### config.mk
export PLATFORM = sky130hd
export DESIGN_NAME = line_sequencer
export DESIGN_NICKNAME = d
export VERILOG_FILES = /design/src/rtl/line_seq_pkg.sv /design/src/rtl/line_cmd_slot.sv /design/src/rtl/line_sequencer.sv
export SDC_FILE = /design/constraint.sdc
export NUM_CORES = 1
export LEC_CHECK = 0
export BUFFER_PORTS_ARGS = -buffer_cell sky130_fd_sc_hd__buf_2
export CORE_ASPECT_RATIO = 1.4
export CORE_UTILIZATION = 50
export CTS_CLUSTER_SIZE = 16
export DETAILED_ROUTE_END_ITERATION = 8
export PLACE_DENSITY = 0.82
export SLEW_MARGIN = 20
export SYNTH_ARGS = -nofsm -noshare
export SYNTH_HDL_FRONTEND = slang
export SYNTH_SLANG_ARGS = --single-unit
export TNS_END_PERCENT = 10
### constraint.sdc
create_clock -name clk -period 2.5 [get_ports clk]
set_clock_uncertainty 0.2 [all_clocks]
set_input_delay 0.375 -clock clk [delete_from_list [all_inputs] [get_ports clk]]
set_output_delay 0.375 -clock clk [all_outputs]
set_load 0.01 [all_outputs]
### src/rtl/line_seq_pkg.sv
// Shared types for the DrawLine command sequencer.
package line_seq_pkg;

  localparam int LS_COORD_W = 16;
  localparam int LS_COLOR_W = 16;

  // Sequencer states, in the order a line walks through them.
  typedef enum logic [2:0] {
    IDLE,
    LOAD,
    SETUP,
    EMIT,
    ADVANCE,
    SETTLE,
    DONE
  } line_seq_state_t;

  // One line-draw command as it arrives from the decoder.
  typedef struct packed {
    logic [LS_COORD_W-1:0] x1;
    logic [LS_COORD_W-1:0] y1;
    logic [LS_COORD_W-1:0] x2;
    logic [LS_COORD_W-1:0] y2;
    logic [LS_COLOR_W-1:0] color;
  } line_cmd_t;

endpackage

### src/rtl/line_cmd_slot.sv
// Single-entry valid/ready holding register. Accepts a word whenever it is
// empty and releases it when the consumer pulses drain.
module line_cmd_slot #(
  parameter int W = 80
) (
  input  logic         clk,
  input  logic         reset,
  input  logic         in_valid,
  input  logic [W-1:0] in_data,
  input  logic         drain,
  output logic         ready,
  output logic         valid,
  output logic [W-1:0] data
);

  logic load;

  assign ready = !valid;
  assign load  = in_valid && !valid;

  // Occupancy flag: drain empties the slot, a handshake fills it.
  always_ff @(posedge clk or negedge reset) begin
    if (!reset) begin
      valid <= 1'b0;
    end else if (drain) begin
      valid <= 1'b0;
    end else if (load) begin
      valid <= 1'b1;
    end
  end

  // Payload capture on the accepting edge only.
  always_ff @(posedge clk or negedge reset) begin
    if (!reset) begin
      data <= '0;
    end else if (load) begin
      data <= in_data;
    end
  end

endmodule

### src/rtl/line_sequencer.sv
// Command-level controller for the DrawLine rasteriser: buffers one command,
// starts DrawLine, pulls pixels, clips them to the framebuffer and offers the
// survivors to the pixel writer.
module line_sequencer
  import line_seq_pkg::*;
#(
  parameter int COORD_W      = LS_COORD_W,
  parameter int COLOR_W      = LS_COLOR_W,
  parameter int FB_W         = 640,
  parameter int FB_H         = 480,
  parameter int SETUP_CYCLES = 4
) (
  input  logic               clk,
  input  logic               reset,
  input  logic               cmd_valid,
  output logic               cmd_ready,
  input  logic [COORD_W-1:0] cmd_x1,
  input  logic [COORD_W-1:0] cmd_y1,
  input  logic [COORD_W-1:0] cmd_x2,
  input  logic [COORD_W-1:0] cmd_y2,
  input  logic [COLOR_W-1:0] cmd_color,
  output logic               le_calculate,
  output logic [COORD_W-1:0] le_x1,
  output logic [COORD_W-1:0] le_y1,
  output logic [COORD_W-1:0] le_x2,
  output logic [COORD_W-1:0] le_y2,
  output logic               le_get_pixel,
  input  logic [COORD_W-1:0] le_x,
  input  logic [COORD_W-1:0] le_y,
  input  logic               le_complete,
  output logic               px_valid,
  input  logic               px_ready,
  output logic [COORD_W-1:0] px_x,
  output logic [COORD_W-1:0] px_y,
  output logic [COLOR_W-1:0] px_color,
  output logic               busy,
  output logic [15:0]        lines_done
);

  localparam int CMD_W = 4 * COORD_W + COLOR_W;
  localparam int CNT_W = (SETUP_CYCLES < 2) ? 1 : $clog2(SETUP_CYCLES);
  localparam logic [CNT_W-1:0]   SETUP_LOAD = CNT_W'(SETUP_CYCLES - 1);
  localparam logic [COORD_W-1:0] FB_W_LIM   = COORD_W'(FB_W);
  localparam logic [COORD_W-1:0] FB_H_LIM   = COORD_W'(FB_H);

  line_seq_state_t   state;
  line_seq_state_t   state_nx;
  logic [CNT_W-1:0]  setup_cnt;
  logic              pend_v;
  logic [CMD_W-1:0]  pend_data;
  logic              drain;
  logic              in_bounds;
  logic [COLOR_W-1:0] act_color;

  // The pending slot drains only from IDLE; cmd_ready is low then, so a
  // fill and a drain can never coincide.
  assign drain = (state == IDLE) && pend_v;

  line_cmd_slot #(
    .W(CMD_W)
  ) u_slot (
    .clk      (clk),
    .reset    (reset),
    .in_valid (cmd_valid),
    .in_data  ({cmd_x1, cmd_y1, cmd_x2, cmd_y2, cmd_color}),
    .drain    (drain),
    .ready    (cmd_ready),
    .valid    (pend_v),
    .data     (pend_data)
  );

  // Unsigned compare: wrapped negative coordinates land far out and clip.
  assign in_bounds = (le_x < FB_W_LIM) && (le_y < FB_H_LIM);

  // Pixel coordinates are only meaningful in EMIT; zero elsewhere.
  assign px_x     = (state == EMIT) ? le_x : '0;
  assign px_y     = (state == EMIT) ? le_y : '0;
  assign px_color = act_color;
  assign busy     = (state != IDLE) || pend_v;

  // State register.
  always_ff @(posedge clk or negedge reset) begin
    if (!reset) begin
      state <= IDLE;
    end else begin
      state <= state_nx;
    end
  end

  // Next-state and per-state strobes.
  always_comb begin
    state_nx     = state;
    le_calculate = 1'b0;
    le_get_pixel = 1'b0;
    px_valid     = 1'b0;
    case (state)
      IDLE: begin
        if (pend_v) state_nx = LOAD;
      end
      LOAD: begin
        le_calculate = 1'b1;
        state_nx     = SETUP;
      end
      SETUP: begin
        if (setup_cnt == '0) state_nx = EMIT;
      end
      EMIT: begin
        px_valid = in_bounds;
        if (!in_bounds || px_ready) begin
          state_nx = le_complete ? DONE : ADVANCE;
        end
      end
      ADVANCE: begin
        le_get_pixel = 1'b1;
        state_nx     = SETTLE;
      end
      SETTLE: begin
        state_nx = EMIT;
      end
      DONE: begin
        state_nx = IDLE;
      end
      default: begin
        state_nx = IDLE;
      end
    endcase
  end

  // DrawLine setup wait: loaded in LOAD, terminal count at zero in SETUP.
  always_ff @(posedge clk or negedge reset) begin
    if (!reset) begin
      setup_cnt <= '0;
    end else if (state == LOAD) begin
      setup_cnt <= SETUP_LOAD;
    end else if ((state == SETUP) && (setup_cnt != '0)) begin
      setup_cnt <= setup_cnt - 1'b1;
    end
  end

  // Active line registers, copied from the pending slot as it drains.
  always_ff @(posedge clk or negedge reset) begin
    if (!reset) begin
      le_x1     <= '0;
      le_y1     <= '0;
      le_x2     <= '0;
      le_y2     <= '0;
      act_color <= '0;
    end else if (drain) begin
      {le_x1, le_y1, le_x2, le_y2, act_color} <= pend_data;
    end
  end

  // Completed-line counter, free-running wrap.
  always_ff @(posedge clk or negedge reset) begin
    if (!reset) begin
      lines_done <= '0;
    end else if (state == DONE) begin
      lines_done <= lines_done + 16'd1;
    end
  end

endmodule

==> results of run 1 <==
[layout make-up]
cell class	instances	area, um^2	area share
clock inverters	13	215	0.0209
well taps	189	236	0.0230
inverters	5	18.8	0.00183
flip-flops and latches	182	4560	0.444
repair buffers	338	2180	0.212
multi-input cells	269	2620	0.255
clock buffers	19	443	0.0431
[cells in the final DEF (no fill, tap or decap), types with 2 or more instances in the layout]
cell	netlist	routed
sky130_fd_sc_hd__xnor2_1	11	11
sky130_fd_sc_hd__bufinv_16	0	5
sky130_fd_sc_hd__mux2_4	20	20
sky130_fd_sc_hd__buf_4	1	5
sky130_fd_sc_hd__nand4_1	6	6
sky130_fd_sc_hd__buf_12	0	5
sky130_fd_sc_hd__dfrtp_2	0	3
sky130_fd_sc_hd__o21ai_0	2	2
sky130_fd_sc_hd__nor2_1	11	11
sky130_fd_sc_hd__ha_1	2	2
sky130_fd_sc_hd__buf_2	10	248
sky130_fd_sc_hd__clkbuf_16	0	17
sky130_fd_sc_hd__xor2_1	4	4
sky130_fd_sc_hd__nor3b_1	2	2
sky130_fd_sc_hd__nor2b_1	2	2
sky130_fd_sc_hd__nand2_1	5	5
sky130_fd_sc_hd__clkinv_4	0	2
sky130_fd_sc_hd__a2bb2oi_1	2	2
sky130_fd_sc_hd__mux2_2	133	133
sky130_fd_sc_hd__dlygate4sd3_1	0	79
sky130_fd_sc_hd__inv_1	5	5
sky130_fd_sc_hd__nand3_1	5	5
sky130_fd_sc_hd__inv_6	0	4
sky130_fd_sc_hd__mux2_1	10	10
sky130_fd_sc_hd__and2_1	32	32
sky130_fd_sc_hd__o31ai_1	2	2
sky130_fd_sc_hd__nor3_1	2	2
sky130_fd_sc_hd__and3_1	5	5
sky130_fd_sc_hd__dfrtp_1	182	179
sky130_fd_sc_hd__nor4_1	2	2
[kinds of logic after synthesis]
logic type                 Yosys count
DFF                                182
muxes                              164
and+or+nand+nor                     79
buffers and inverters               30
xor gates and xnor gates            15
AOI/OAI and AO/OA                    9
adders and majority gates            2
[power groups by stage]
stage	Combinational [mW]	Sequential (mW)	Clock, mW
after floorplan	2.57	5.31	0
after global placement	4.07	5.07	0
after detailed placement	4.26	5.22	0
after CTS	4.38	5.19	3.02
after global routing	4.71	5.38	3.16
final	4.38	5.20	2.97
[state kept, by name, summed over array words and instances (netlist names)]
signal / cells
u_slot.data: 80
le_x1: 16
le_x2: 16
le_y1: 16
le_y2: 16
lines_done: 16
px_color: 16
state: 3
setup_cnt: 2
u_slot.valid: 1
[routing by layer]
layer / vias to the layer above / share of wire
met5: - / 0
met4: 0 / 0.027
met3: 28 / 0.040
met2: 194 / 0.57
met1: 2540 / 0.37
li1: 2333 / -
[worst paths after layout]
kind                                  from               to  slack [ns]  cells past startpoint
worst max register to register    state[2]         le_x2[1]        0.52                      3
min in group asynchronous            reset  u_slot.data[14]        0.32                      2
worst min register to register   le_x1[13]        le_x1[13]        0.28                      1
worst min-delay path            cmd_x1[15]  u_slot.data[79]        0.02                      2
worst max-delay path              state[2]         px_x[13]        0.17                      4
max in group asynchronous            reset        le_x2[10]        1.06                      3
[timing repair]
item                                    in CTS  in global routing
hold buffers                                78                  1
resized for setup                            3                  1
endpoints found under the hold margin      131                  1
buffers inserted                             0                  2
endpoints found under the setup margin      25                 25
[metrics by stage]
stage          cells  power, mW
2_1_floorplan    481       7.89
3_3_place_gp     902       9.15
3_5_place_dp     902       9.47
4_1_cts         1012       12.6
5_1_grt         1015       13.2
6_report        1015       12.5
[critical path, cell delays in order, from the launching register on]
cell	delay, ns
sky130_fd_sc_hd__dfrtp_2	0.49
sky130_fd_sc_hd__and3b_2	0.32
sky130_fd_sc_hd__buf_4	0.23
sky130_fd_sc_hd__and2_1	0.16
sky130_fd_sc_hd__buf_2	0.13
==> flow_metrics.env, run 1 <==
export IMPL_critical_setup_path_class="reg2out"
export IMPL_post_route_worst_setup_slack_ns=0.168
export IMPL_worst_pin_slew_ns=0.550
export IMPL_final_core_utilization=0.711
export IMPL_worst_max_slew_margin_expressed_relative_to_the_limit=0.633
export IMPL_clock_power_share=0.236
export IMPL_initial_utilization=0.510
export IMPL_fp_row_count=52
export IMPL_grt_overflow_total=0
export IMPL_gp_congestion=0.935
export IMPL_detail_route_drc_violations=0
export IMPL_synth_avg_cell_area_um2=15.3
export IMPL_final_hold_viol_count=0
export IMPL_die_area_um2=15200
export IMPL_insertedDiodeCount=0
export IMPL_synth_area_um2=7360
export IMPL_synth_ff_latch_count=182
export IMPL_synth_simple_gate_area_share=0.0648
export IMPL_asyncSetResetFlopFracSynth=1.00
export IMPL_status="finished, final reports clean"
export IMPL_met3_usage=0.0461
export IMPL_synth_distinct_cells=35
export IMPL_grt_setup_unrepaired="false"
export IMPL_post_synth_top_area_cell="sky130_fd_sc_hd__dfrtp_1"
export IMPL_finish_instance_area_um2=10300
export IMPL_data_required_time_of_the_worst_path_ns=1.92
export IMPL_die_width_um=105
export IMPL_synth_top_flop_cell="sky130_fd_sc_hd__dfrtp_1"
export IMPL_num_io_pins=250
export IMPL_timing_fmax_ghz=0.429
export IMPL_clkSlewWorstSetupHoldPaths_ns=0.07
export IMPL_cts_max_level=4
export IMPL_grt_busiest_layer="met2"
export IMPL_die_h_um=146
export IMPL_timing_setup_tns_ns=0
export IMPL_layout_nets=932
export IMPL_floorplan_core_area_um2=14400
export IMPL_wl_per_cell_um=17.3
export IMPL_synthXorXnorAreaFrac=0.0178
export IMPL_synth_fp_nets=600
export IMPL_synth_top_area_frac=0.619
export IMPL_critPathCaptureType="primary output"
export IMPL_max_cap_violations=0
export IMPL_worstPathMaxFanout=25
export IMPL_p_switching_mw=3.88
export IMPL_io_buffers=249
export IMPL_fraction_of_final_layout_cells_sized_beyond_drive_strength_1=0.545
export IMPL_area_delta_synth_final_pct=39.6
export IMPL_finalWorstPathRequiredPeriod_ns=2.33
export IMPL_pwr_density_cell_nw_per_um2=1220
export IMPL_post_dp_cell_area_um2=8800
export IMPL_vias_per_cell=5.02
export IMPL_gr_usage_met1=0.257
export IMPL_synth_area_mux_share=0.261
export IMPL_yosys_top_cells_count="182 x sky130_fd_sc_hd__dfrtp_1, 133 x sky130_fd_sc_hd__mux2_2, 32 x sky130_fd_sc_hd__and2_1, 20 x sky130_fd_sc_hd__mux2_4"
export IMPL_p_sw_frac=0.309
export IMPL_synthesis_instances=481
export IMPL_setup_viol_count_final=0
export IMPL_routed_via_count=5095
export IMPL_slew_violations=0
export IMPL_antenna_violating_nets_post_route=0
export IMPL_min_period_over_period=0.933
export IMPL_dr_pass1_iters=6
export IMPL_count_of_flip_flops_with_a_built_in_enable_after_synthesis=0
export IMPL_clock_tree_buffer_depth=2
export IMPL_seq_area_frac_synth=0.619
export IMPL_synth_compound_area_share=0.00867
export IMPL_grt_pass1_wl_um=28800
export IMPL_synth_top_family_by_area="multiplexers"
export IMPL_grt_pass1_vias=5789
export IMPL_grt_usage=0.243
export IMPL_filler_cell_count=968
export IMPL_clk_root_buffer_cell="sky130_fd_sc_hd__clkbuf_16"
export IMPL_worst_skew_pair_later_pin_latency_ns=0.41
export IMPL_use_met2=0.463
export IMPL_yosys_warnings=0
export IMPL_power_share_sequential=0.415
export IMPL_share_comb_of_total_power=0.349
export IMPL_synthTopCellsByArea="sky130_fd_sc_hd__dfrtp_1 62%, sky130_fd_sc_hd__mux2_2 20%, sky130_fd_sc_hd__mux2_4 4.1%"
export IMPL_drtIter0Drc=184
export IMPL_grt_start_max_net_pins=81
export IMPL_synth_most_common_cell="sky130_fd_sc_hd__dfrtp_1"
export IMPL_detail_route_wirelength_um=17500
export IMPL_hold_path_class="in2reg"
export IMPL_synth_adder_area_share=0.00340
export IMPL_peakVddDrop_mv=0.699
export IMPL_startpoint_type="flip-flop"
export IMPL_cts_tree="built"
export IMPL_worstPathArrival_ns=1.76
export IMPL_hold_ws_ns=0.0234
export IMPL_grt_antenna_before_repair=0
export IMPL_clock_buffers_created_by_tritoncts=17
export IMPL_p_int_mw=8.67
export IMPL_place_ws_ns=0.405
export IMPL_numClockSinks=182
export IMPL_p_leak_nw=4.98
export IMPL_dp_final_hpwl_um=11600
No activity file was read; power rests on OpenSTA's default activity.
==> inputs of run 2 (changes only) <==
--- a/config.mk
+++ b/config.mk
@@ -5,12 +5,12 @@
 export SDC_FILE = /design/constraint.sdc
 export NUM_CORES = 1
 export LEC_CHECK = 0
-export BUFFER_PORTS_ARGS = -buffer_cell sky130_fd_sc_hd__buf_2
 export CORE_ASPECT_RATIO = 1.4
-export CORE_UTILIZATION = 50
+export CORE_UTILIZATION = 60
 export CTS_CLUSTER_SIZE = 16
 export DETAILED_ROUTE_END_ITERATION = 8
-export PLACE_DENSITY = 0.82
+export DONT_BUFFER_PORTS = 1
+export PLACE_DENSITY = 0.78
 export SLEW_MARGIN = 20
 export SYNTH_ARGS = -nofsm -noshare
 export SYNTH_HDL_FRONTEND = slang
==> flow_metrics.env, run 2 (same netlist as run 1, synthesis figures left out) <==
export IMPL_status="finished, violations left"
export IMPL_failing_checks="hold timing"
export IMPL_hold_ws_ns=-0.559
export IMPL_floorplan_core_area_um2=11900
export IMPL_clock_buffers_created_by_tritoncts=17
export IMPL_num_io_pins=250
export IMPL_min_period_over_period=0.958
export IMPL_final_core_utilization=0.748
export IMPL_peakVddDrop_mv=0.785
export IMPL_p_switching_mw=3.58
export IMPL_worst_skew_pair_later_pin_latency_ns=0.42
export IMPL_total_power_mw=11.2
export IMPL_share_comb_of_total_power=0.265
export IMPL_gp_congestion=0.824
export IMPL_filler_cell_count=705
export IMPL_registers_top_by_ff_count="u_slot.data"
export IMPL_worstPathMaxFanout=33
export IMPL_cts_post_setup_buffers_inserted=0
export IMPL_grt_overflow_total=0
export IMPL_slew_violations=0
export IMPL_fraction_of_final_layout_cells_sized_beyond_drive_strength_1=0.344
export IMPL_power_share_sequential=0.506
export IMPL_io_buffers=0
export IMPL_register_area_um2=4560
export IMPL_numClockSinks=182
export IMPL_hold_path_class="in2async"
export IMPL_max_cap_violations=0
export IMPL_die_area_um2=12700
export IMPL_final_hold_viol_count=182
export IMPL_initial_utilization=0.620
export IMPL_die_width_um=95.6
export IMPL_antenna_violating_nets_post_route=0
export IMPL_detailroute_wirelength_met2_um=8210
export IMPL_grt_pass1_vias=4637
export IMPL_wl_met3_um=1180
export IMPL_finalWorstPathRequiredPeriod_ns=2.39
export IMPL_placedCellCount=609
export IMPL_critPathBufInv=2
export IMPL_critical_path_cell_by_cell="buf_4, and3b_1, buf_4, and2_1"
export IMPL_clk_root_buffer_cell="sky130_fd_sc_hd__clkbuf_16"
export IMPL_timing_fmax_ghz=0.418
export IMPL_p_int_mw=7.66
export IMPL_grt_setup_unrepaired="false"
export IMPL_pwr_density_cell_nw_per_um2=1270
export IMPL_insertedDiodeCount=0
export IMPL_grt_start_max_net_pins=183
export IMPL_fin_cells=723
export IMPL_worst_pin_slew_ns=0.521
export IMPL_critical_setup_path_class="reg2out"
export IMPL_worst_max_slew_margin_expressed_relative_to_the_limit=0.652
export IMPL_max_stage_delay_ns=0.41
export IMPL_drtIter0Drc=123
export IMPL_top_layer="met4"
export IMPL_area_delta_synth_final_pct=20.7
export IMPL_detail_route_drc_violations=0
export IMPL_die_h_um=133
export IMPL_worstPathArrival_ns=1.82
export IMPL_timing_setup_tns_ns=0
export IMPL_commonest_non_fill_non_tap_cells_in_the_layout="180 x sky130_fd_sc_hd__dfrtp_1, 133 x sky130_fd_sc_hd__mux2_2, 82 x sky130_fd_sc_hd__dlygate4sd3_1"
export IMPL_dp_final_hpwl_um=10000
export IMPL_cp_common_cell="sky130_fd_sc_hd__buf_4"
export IMPL_multi_input_area_um2=2620
export IMPL_setup_viol_count_final=0
export IMPL_dr_pass1_iters=4
export IMPL_grt_antenna_before_repair=0
export IMPL_cp_top_family="simple AND/OR/NAND/NOR gates"
export IMPL_cts_tree="built"
export IMPL_grt_usage=0.252
export IMPL_clock_power_share=0.229
export IMPL_routed_via_count=4184
export IMPL_most_common_cell_after_layout_fill_and_taps_aside="sky130_fd_sc_hd__dfrtp_1"
export IMPL_clock_tree_buffer_depth=2
export IMPL_p_leak_nw=3.85
export IMPL_detail_route_wirelength_um=15300
export IMPL_vias_per_cell=5.79
export IMPL_data_required_time_of_the_worst_path_ns=1.92
export IMPL_cts_hold_fix_buffers=82
export IMPL_critPathCaptureType="primary output"
export IMPL_cts_max_level=4
export IMPL_critPathSlowestCell="sky130_fd_sc_hd__dfrtp_1"
export IMPL_largest_register_ffs=80
export IMPL_fp_row_count=47
export IMPL_grt_pass1_wl_um=23500
export IMPL_clkSlewWorstSetupHoldPaths_ns=0.07
export IMPL_startpoint_type="flip-flop"
export IMPL_layout_nets=682
export IMPL_met1_length_um=5420
export IMPL_p_sw_frac=0.318
export IMPL_wl_per_cell_um=21.2
## run 2: cell types whose count changed in the layout (fill, tap and decap cells not counted), sizes merged
cell	before	now
buf	259	6
dlygate4sd3	79	82
clkinv	3	1
clkinvlp	1	5
inv	9	11
bufinv	5	1
## run 2: routing by layer
metal  up-vias  global-route usage
met3        40              0.0862
met1      2093               0.260
met2       202               0.444
met4         0               0.121
met5         -                   0
li1       1849                   -
## run 2: worst reg2reg max path, delay by kind of cell (launching register included)
kind,cells,cell delay (ns)
AND/OR/NAND/NOR,1,0.43
multiplexers,1,0.43
buffers and inverters,1,0.33
flip-flops,1,0.50
## run 2: stage by stage
step	setup slack [ns]	cell area, um^2
2_1_floorplan	0.622	7360
3_3_place_gp	0.508	7470
5_1_grt	0.00814	8880
6_report	0.106	8880
4_1_cts	0.0265	8870
3_5_place_dp	0.453	7470
## run 2: path summary, 6_finish.rpt
path                                      start         to  slack [ns]  cells after the start
worst min register to register  u_slot.data[70]   le_x1[6]        0.29                      1
min in group clk                        le_x[7]   state[0]        0.06                      3
worst max register to register         state[0]  le_x2[13]        0.48                      3
worst max-delay path                   state[2]    px_y[8]        0.11                      4
worst min-delay path                      reset  le_x2[14]       -0.56                      0
max in group asynchronous                 reset   state[1]        2.34                      0
## run 2: what timing repair did
item                       in CTS  in global routing
hold endpoints to repair      265                182
setup endpoints to repair       0                  5
gates resized for setup         0                  5
## run 2: area by class of cell
class | count | area share
Clock buffer | 19 | 0.0499
Tap cell | 147 | 0.0207
Clock inverter | 13 | 0.0156
Multi-Input combinational cell | 269 | 0.295
Timing Repair Buffer | 88 | 0.103
Inverter | 5 | 0.00211
Sequential cell | 182 | 0.513
## run 2: power groups by stage
stage               sequential [mW]  clock [mW]  combinational [mW]
finish                         5.69        2.58                2.98
global route                   5.88        2.75                3.21
CTS                            5.68        2.62                3.00
detailed placement             5.73           0                2.87
global placement               5.62           0                2.71
floorplan                      5.31           0                2.57
==> inputs of run 3 (changes only) <==
--- a/config.mk
+++ b/config.mk
@@ -7,10 +7,11 @@
 export LEC_CHECK = 0
 export CORE_ASPECT_RATIO = 1.4
 export CORE_UTILIZATION = 60
+export CTS_BUF_LIST = sky130_fd_sc_hd__clkbuf_8
 export CTS_CLUSTER_SIZE = 16
 export DETAILED_ROUTE_END_ITERATION = 8
 export DONT_BUFFER_PORTS = 1
-export PLACE_DENSITY = 0.78
+export PLACE_DENSITY = 0.73
 export SLEW_MARGIN = 20
 export SYNTH_ARGS = -nofsm -noshare
 export SYNTH_HDL_FRONTEND = slang
==> flow_metrics.env, run 3 (same netlist as run 1, synthesis figures left out) <==
export IMPL_peakVddDrop_mv=0.682
export IMPL_min_period_over_period=0.933
export IMPL_critical_path_cell_by_cell="and3b_1, buf_6, nand3_1, nor2_2"
export IMPL_p_switching_mw=3.54
export IMPL_max_cap_violations=0
export IMPL_gp_congestion=0.850
export IMPL_power_share_sequential=0.535
export IMPL_area_delta_synth_final_pct=18.3
export IMPL_clock_buffers_created_by_tritoncts=17
export IMPL_timing_fmax_ghz=0.429
export IMPL_grt_start_max_net_pins=183
export IMPL_hold_ws_ns=-0.597
export IMPL_io_buffers=0
export IMPL_multi_input_area_um2=2620
export IMPL_worst_skew_pair_later_pin_latency_ns=0.46
export IMPL_die_h_um=133
export IMPL_data_required_time_of_the_worst_path_ns=1.92
export IMPL_vias_per_cell=5.76
export IMPL_most_common_cell_after_layout_fill_and_taps_aside="sky130_fd_sc_hd__dfrtp_1"
export IMPL_worstPathArrival_ns=1.76
export IMPL_share_comb_of_total_power=0.281
export IMPL_worstPathMaxFanout=34
export IMPL_total_power_mw=10.6
export IMPL_cts_post_setup_buffers_inserted=0
export IMPL_dr_pass1_iters=4
export IMPL_p_sw_frac=0.334
export IMPL_final_hold_viol_count=182
export IMPL_filler_cell_count=749
export IMPL_clock_power_share=0.184
export IMPL_finalWorstPathRequiredPeriod_ns=2.33
export IMPL_cts_tree="built"
export IMPL_setup_viol_count_final=0
export IMPL_clock_tree_buffer_depth=2
export IMPL_pwr_density_cell_nw_per_um2=1220
export IMPL_floorplan_core_area_um2=11900
export IMPL_critPathSlowestCell="sky130_fd_sc_hd__dfrtp_2"
export IMPL_dp_final_hpwl_um=10400
export IMPL_grt_pass1_vias=4542
export IMPL_num_io_pins=250
export IMPL_grt_usage=0.255
export IMPL_clk_root_buffer_cell="sky130_fd_sc_hd__clkbuf_8"
export IMPL_largest_register_ffs=80
export IMPL_grt_busiest_layer="met2"
export IMPL_detail_route_wirelength_um=15400
export IMPL_routed_via_count=4179
export IMPL_met3_usage=0.0989
export IMPL_layout_nets=682
export IMPL_commonest_non_fill_non_tap_cells_in_the_layout="179 x sky130_fd_sc_hd__dfrtp_1, 133 x sky130_fd_sc_hd__mux2_2, 83 x sky130_fd_sc_hd__dlygate4sd3_1"
export IMPL_wl_per_cell_um=21.2
export IMPL_worstReg2RegEnd="state[0]"
export IMPL_rr_worst_depth=5
export IMPL_worst_max_slew_margin_expressed_relative_to_the_limit=0.570
export IMPL_register_area_um2=4560
export IMPL_status="finished, violations left"
export IMPL_use_met2=0.434
export IMPL_post_route_worst_setup_slack_ns=0.166
export IMPL_slew_violations=0
export IMPL_antenna_violating_nets_post_route=0
export IMPL_die_area_um2=12700
export IMPL_max_stage_delay_ns=0.50
export IMPL_grt_overflow_total=0
export IMPL_worstReg2RegStart="state[2]"
export IMPL_place_ws_ns=0.476
export IMPL_grt_pass1_wl_um=23700
export IMPL_registers_top_by_ff_count="u_slot.data"
export IMPL_grt_antenna_before_repair=2
export IMPL_critPathCaptureType="primary output"
export IMPL_cts_hold_fix_buffers=83
export IMPL_hold_path_class="in2async"
export IMPL_fraction_of_final_layout_cells_sized_beyond_drive_strength_1=0.342
export IMPL_detail_route_drc_violations=0
export IMPL_p_int_mw=7.07
export IMPL_clkSlewWorstSetupHoldPaths_ns=0.10
export IMPL_initial_utilization=0.620
export IMPL_grt_setup_unrepaired="false"
export IMPL_failing_checks="hold timing"
export IMPL_ff2ff_setup_slack_ns=0.33
export IMPL_timing_setup_tns_ns=0
export IMPL_worst_pin_slew_ns=0.644
export IMPL_die_width_um=95.6
export IMPL_numClockSinks=182
export IMPL_p_leak_nw=3.78
export IMPL_critical_setup_path_class="reg2out"
export IMPL_gr_usage_met1=0.267
export IMPL_drtIter0Drc=98
export IMPL_startpoint_type="flip-flop"
export IMPL_cts_max_level=4
export IMPL_fp_row_count=47
run 3: power groups by stage:
stage,registers [mW],logic [mW],clock network (mW)
final,5.67,2.98,1.96
after global routing,5.87,3.24,2.12
after CTS,5.68,2.99,2.00
after detailed placement,5.73,2.86,0
after global placement,5.64,2.73,0
after floorplan,5.31,2.57,0
run 3: what timing repair did:
item,in CTS,in global routing
resized for setup,2,3
endpoints found under the hold margin,266,182
endpoints found under the setup margin,1,5
run 3: worst max-delay path, delay by kind of cell (launching register included):
| family | cells | cell delay (ns) |
|---|---|---|
| flip-flops | 1 | 0.50 |
| AND/OR/NAND/NOR | 3 | 0.60 |
| buffers and inverters | 1 | 0.20 |
run 3: how the worst max path moves through the flow:
stage | end | cells after the start | slack [ns] | startpoint
after floorplan | le_x1[15] | 3 | 0.62 | state[0]
after global placement | le_x2[10] | 3 | 0.53 | state[2]
after detailed placement | le_x2[2] | 3 | 0.48 | state[2]
after CTS | px_valid | 4 | 0.01 | state[2]
after global routing | px_valid | 4 | 0.06 | state[2]
final | px_valid | 4 | 0.17 | state[2]
run 3: final cells by class:
cell class / instances / share of cell area
Inverter: 5 / 0.00216
Clock inverter: 15 / 0.0185
Antenna cell: 2 / 0.000575
Tap cell: 147 / 0.0211
Timing Repair Buffer: 88 / 0.106
Sequential cell: 182 / 0.524
Multi-Input combinational cell: 269 / 0.301
Clock buffer: 17 / 0.0269
run 3: routing by layer:
layer,wire [um],part of all wire
met1,5390,0.35
met2,7940,0.52
met3,1500,0.098
met4,519,0.034
met5,0,0
run 3: stage by stage:
step | area [um^2] | utilization | hold slack (ns) | std cells
2_1_floorplan | 7360 | - | -0.121 | 481
3_3_place_gp | 7460 | 0.628 | -0.117 | 608
3_5_place_dp | 7460 | 0.628 | -0.117 | 608
4_1_cts | 8690 | 0.732 | -0.629 | 723
5_1_grt | 8710 | 0.733 | -0.640 | 725
6_report | 8710 | 0.733 | -0.597 | 725
